File: config.mk
export PLATFORM = sky130hd
export DESIGN_NAME = fwd_sel_mux
export DESIGN_NICKNAME = d
export VERILOG_FILES = /design/src/rtl/fwd_sel_mux.sv
export SDC_FILE = /design/constraint.sdc
export NUM_CORES = 1
export LEC_CHECK = 0
export CORE_ASPECT_RATIO = 1.1
export CORE_MARGIN = 1
export CORE_UTILIZATION = 25
export CTS_CLUSTER_DIAMETER = 200
export DETAILED_ROUTE_END_ITERATION = 16
export GPL_TIMING_DRIVEN = 0
export PLACE_DENSITY = 0.59
export SLEW_MARGIN = 5
export SYNTH_ARGS = -nofsm -noshare
export SYNTH_HDL_FRONTEND = slang
export SYNTH_SLANG_ARGS = --single-unit
export TNS_END_PERCENT = 20
File: constraint.sdc
create_clock -name clk -period 0.9 [get_ports clk]
set_input_delay 0.225 -clock clk [delete_from_list [all_inputs] [get_ports clk]]
set_output_delay 0.225 -clock clk [all_outputs]
set_load 0.005 [all_outputs]
File: src/rtl/fwd_sel_mux.sv
// fwd_sel_mux: N-source, W-bit operand-select mux with LAT registered stages.
// Each stage carries a valid bit. Flush takes priority over stall, and stall
// takes priority over shifting. An out-of-range select on an accepted beat
// sets a sticky error flag.
// Optional build macro FWD_SEL_MUX_ERRCNT_EN adds the err_cnt port and a
// saturating 8-bit counter of out-of-range accepted beats.
module fwd_sel_mux #(
  parameter  int W    = 32,
  parameter  int N    = 3,
  parameter  int LAT  = 1,
  localparam int SELW = (N > 1) ? $clog2(N) : 1
) (
  input  logic            clk,
  input  logic            rst_n,
  input  logic [N*W-1:0]  din,
  input  logic [SELW-1:0] sel,
  input  logic            in_valid,
  input  logic            stall,
  input  logic            flush,
  output logic [W-1:0]    out,
  output logic            out_valid,
  output logic            sel_err
`ifdef FWD_SEL_MUX_ERRCNT_EN
  ,
  output logic [7:0]      err_cnt
`endif
);

  logic [W-1:0]          pick;
  logic                  sel_oor;
  logic                  accept;
  logic                  oor_evt;
  logic [LAT:1][W-1:0]   data_q, data_d;
  logic [LAT:1]          vld_pipe_q, vld_pipe_d;
  logic                  sel_err_q, sel_err_d;

  // Out-of-range selects are only possible when N is not a power of two.
  if (N < (1 << SELW)) begin : g_oor
    assign sel_oor = (sel >= SELW'(N));
  end else begin : g_no_oor
    assign sel_oor = 1'b0;
  end

  // Stage-0 pick: source 0 is the default, so every sel value drives a defined result.
  always_comb begin
    pick = din[W-1:0];
    for (int i = 1; i < N; i++)
      if (sel == SELW'(i)) pick = din[i*W +: W];
  end

  assign accept  = in_valid & ~stall & ~flush;
  assign oor_evt = accept & sel_oor;

  // Next pipeline state: flush kills valids, stall holds, otherwise shift.
  always_comb begin
    data_d     = data_q;
    vld_pipe_d = vld_pipe_q;
    if (flush) begin
      vld_pipe_d = '0;
    end else if (!stall) begin
      data_d[1]     = pick;
      vld_pipe_d[1] = in_valid;
      for (int k = 2; k <= LAT; k++) begin
        data_d[k]     = data_q[k-1];
        vld_pipe_d[k] = vld_pipe_q[k-1];
      end
    end
  end

  // Sticky error: once set, only reset clears it.
  always_comb begin
    sel_err_d = sel_err_q | oor_evt;
  end

  // Pipeline and error state registers.
  always_ff @(posedge clk or negedge rst_n) begin
    if (!rst_n) begin
      data_q     <= '0;
      vld_pipe_q <= '0;
      sel_err_q  <= 1'b0;
    end else begin
      data_q     <= data_d;
      vld_pipe_q <= vld_pipe_d;
      sel_err_q  <= sel_err_d;
    end
  end

  assign out       = data_q[LAT];
  assign out_valid = vld_pipe_q[LAT];
  assign sel_err   = sel_err_q;

`ifdef FWD_SEL_MUX_ERRCNT_EN
  logic [7:0] err_cnt_q, err_cnt_d;

  // Saturating event counter; it holds at 255 and never wraps.
  always_comb begin
    err_cnt_d = err_cnt_q;
    if (oor_evt && (err_cnt_q != 8'hff)) err_cnt_d = err_cnt_q + 8'd1;
  end

  // Counter register.
  always_ff @(posedge clk or negedge rst_n) begin
    if (!rst_n) err_cnt_q <= 8'd0;
    else        err_cnt_q <= err_cnt_d;
  end

  assign err_cnt = err_cnt_q;
`endif

endmodule
======== Word level (Yosys, flattened, before mapping) ========
Index checks and enable logic that the tools add are counted.
word-level totals
  logic and storage cells ................. 18
  output and inout port bits .............. 34
  bits of input ports ..................... 103
  bits in registers ....................... 34
cells by class
  bitwise operators ....................... 6
  magnitude comparators ................... 1
  reductions and logical operators ........ 1
  muxes and demuxes ....................... 4
  eq/ne operators ......................... 3
operators by type and width
  operator                                                   count
  2-to-1 mux 32 bit                                          2
  bitwise AND 1 bit                                          3
  equality test 2 x 1 -> 1 bit (second input constant)       1
  equality test 2 bit (second input constant)                1
  greater-or-equal comparator 2 bit (second input constant)  1
  2-to-1 mux 1 bit                                           2
  != test 2 x 1 -> 1 bit (second input constant)             1
  NOT 1 bit                                                  2
  AND reduction 2 bit                                        1
  bitwise OR 1 bit                                           1

======== Depth between registers and ports, before layout ========
  depth in word-level cells ............... 5
  gate-level depth with buffers ........... 5

======== Least setup slack after synthesis ========
Ideal clock, no wire load.
  path kind ............................... input-to-reg
  from .................................... in stall
  to ...................................... reg data_q (netlist bit out[0])
  buffers on the path ..................... 3
  stages .................................. 5
  slack ................................... -0.339 ns
  setup time .............................. 0.086 ns
  required time ........................... 0.814 ns
  arrival ................................. 1.153 ns
  cells stage by stage .................... buf_6 -> or3b_1 -> buf_6 -> buf_12 -> o221ai_2
on the way
  longest elaborated chain between the ends .. 2
ends and longest elaborated chain
  element                        line  text
  from (decl)                    18    input logic stall,
  NOT 1 bit (no line)            -
  AND reduction 2 bit (no line)  -
  to (signal assigned)           82    data_q <= data_d;
  to (decl)                      33    logic [LAT:1][W-1:0] data_q, data_d;
No other way between the ends.
A chain may end at the register's enable or synchronous reset.

======== Worst setup path after layout ========
  from .................................... reg data_q (netlist bit out[2])
  to ...................................... out out[2]
RTL lines
  element    line  text
  to (decl)  20    output logic [W-1:0] out,
No word-level cell between the ends.

==> results.toml <==
[sta]
finalMaxSlewViolations = 0
report.final.hold_viol_count = 0
worst_pin_slew_ns = 0.802
fin_setup_tns_ns = -5.89
finalClockSkew_ns = 0
period_minus_slack_ns = 1.02
rsz0062_at_grt = "yes"
final_setup_violation_count = 66
post_route_fraction_of_the_period_consumed_by_the_critical_path = 1.14
fmax_ghz = 0.979
slew-limit-headroom = 0.466
final.setup.worst_slack_ns = -0.122

[global_routing]
largest_net_degree_at_the_start_of_global_routing = 35
number_of_antenna_violations_at_the_first_check_in_global_routing = 0
number_of_global_route_vias_before_repair = 2329
grt_first_pass_wirelength_um = 11800
grt-ovfl-total = 0
grt_use_total = 0.156

[synthesis]
synth_area_um2 = 2330
proportion_of_register_bits_with_asynchronous_set_or_reset_after_synthesis = 1.00
number_of_synthesized_flops_with_an_enable_pin = 0
yosysWarnings = 0
yosys-top-cells-area = "dfrtp_1 37%, mux2i_1 28%, o221ai_2 19%"
synthDistinctLibCells = 13
synth_common_cells = "65 x mux2i_1, 34 x dfrtp_1, 32 x o21ai_0, 30 x o221ai_2"
post_synth_inst_count = 190
ys.flop_type = "dfrtp_1"
postSynthRegisterBits = 34
yosys.cell_count.top_type = "mux2i_1"
synth_top_area_share = 0.366
synth_top_area_cell = "dfrtp_1"
syn-num-nets = 293
synth_sequential_area_ratio = 0.366
synthesis.area_per_instance_um2 = 12.2

[worst_setup_path]
delay_contributed_by_the_slowest_stage_of_the_critical_path_ns = 0.39
critical_path.endpoint_type = "primary output"
worst-r2r-setup-slack_ns = 0.07
worst_ep_arrival_time_ns = 0.80
worstReg2RegEnd = "out[26]"
criticalPathCategory = "reg -> out"
worst_r2r_startpoint = "out[26]"
critical-path-slowest-cell = "dfrtp_1"
worstPathCellList = "buf_2"
crit_path_max_fanout = 2
path_buf_inv = 1
r2r.worst_path.cells = 3
start_kind = "flop"
critical_path_required_ns = 0.67
timing.critical_path.max_delay_family = "flip-flops"

[pwr]
power-per-cell-area_nw_per_um2 = 1200
tot_pwr_mw = 4.70
vdd_ir_drop_max_mv = 0.550
p_leak_nw = 1.70

[cts]
insertion_delay_ns = 0.28
cts_max_level = 2
postCtsHoldBufs = 0
cts_num_sinks = 34
tritoncts = "yes"
clk_root_buffer_cell = "clkbuf_8"
tritoncts.num_buffers = 5
clkTransAtPathRegs_ns = 0.07
max-clock-path-buffers = 2

[floorplan]
floorplan.core_area_um2 = 8960
initial_core_util = 0.259
io_pins = 137
rows = 36
floorplan_die_height_um = 103
die_w_um = 94.0
die-area_um2 = 9690

[layout]
finalNonFillerCells = 454
fillerInstances = 888
drive_gt1_frac = 0.297
layout.core_utilization = 0.439
antennaDiodeCount = 0
areaGrowthSynthToFinish_pct = 69.0
finalNetCount = 443

[worst_hold_path]
timing.hold.worst.class = "in -> async"

[outcome]
violated_checks = "negative setup slack"
outcome = "finished, violations left"

[routing]
routed-via-count = 2198
detailedRoute.firstIterationViolations = 36
drc = 0
viasPerCell = 4.84
finalWirelength_um = 7570
drt-pass1-iter-count = 4
antenna_left = 0
route.detailed.wl_per_inst_um = 16.7

[place]
place_congestion = 0.688
numPlacedInstances = 438
numPortBuffers = 134
detailed_place_hpwl_um = 5550
setup_slack_at_placement_ns = -0.913

[flow_run]
number_of_max_capacitance_violations_reported = 0
## sequential cells by signal, summed over array words and instances, names as in the netlist
signal,cells
sel_err,1
out,32
out_valid,1
## layer usage
metal	vias up	global-route usage	routed length, um
li1	1054	-	-
met1	1061	0.196	3340
met5	-	0	0
met3	5	0.0369	483
met2	78	0.277	3710
met4	0	0.0249	29
## worst max-delay path by stage
stage / slack, ns / from / cells after the start / end
final: -0.12 / out[2] / 1 / out[2]
after detailed placement: -0.91 / flush / 5 / out[28]
after global routing: -0.17 / out[3] / 1 / out[3]
after floorplan: -0.29 / stall / 5 / out[0]
after global placement: -1.26 / rst_n / 1 / out[7]
after CTS: -0.13 / out[3] / 1 / out[3]
## power by group
part,total [mW],internal [mW],leakage (nW),switching (mW)
clock,1.06,0.533,0.0383,0.530
combinational,1.77,1.05,1.24,0.720
sequential,1.87,1.77,0.421,0.107
## area by class of cell
cell class                 count  area (um^2)  area share
clock buffer                   7         76.3      0.0194
buffer                        22          258      0.0656
sequential                    34          851       0.216
tap                          114          143      0.0363
timing repair buffer         143         1260       0.321
multi-input combinational    134         1340       0.341
## through the flow
| step | instance area [um^2] | hold slack, ns |
|---|---|---|
| 2_1_floorplan | 2340 | -0.0706 |
| 3_3_place_gp | 3830 | 0.461 |
| 3_5_place_dp | 3820 | 0.365 |
| 4_1_cts | 3880 | 0.0523 |
| 5_1_grt | 3930 | 0.102 |
| 6_report | 3930 | 0.0278 |
## cells in the final DEF (no fill, tap or decap), types with 2 or more instances in the layout
| cell type | count |
|---|---|
| mux2i_1 | 63 |
| clkbuf_1 | 8 |
| buf_12 | 8 |
| buf_2 | 36 |
| nor2_1 | 2 |
| clkdlybuf4s50_1 | 97 |
| dfrtp_1 | 34 |
| buf_4 | 8 |
| clkbuf_8 | 5 |
| mux2i_2 | 2 |
| o221ai_2 | 30 |
| buf_6 | 7 |
| o21ai_0 | 32 |
## what timing repair did
item	in CTS	in global routing
pin swaps	1	2
endpoints found under the hold margin	0	0
setup endpoints to repair	68	66
setup buffers	6	2
gates resized for setup	170	7
cloned	1	0
## cells by family (layout without fill, tap and decap cells)
| family | Yosys count | count (layout) | share of synthesized area |
|---|---|---|---|
| AO/OA/AOI/OAI | 65 | 65 | 0.274 |
| buffers and inverters | 22 | 172 | 0.0705 |
| flip-flops | 34 | 34 | 0.366 |
| multiplexers | 65 | 65 | 0.280 |
| AND/OR/NAND/NOR | 4 | 4 | 0.00969 |
No activity file was read; power rests on OpenSTA's default activity.
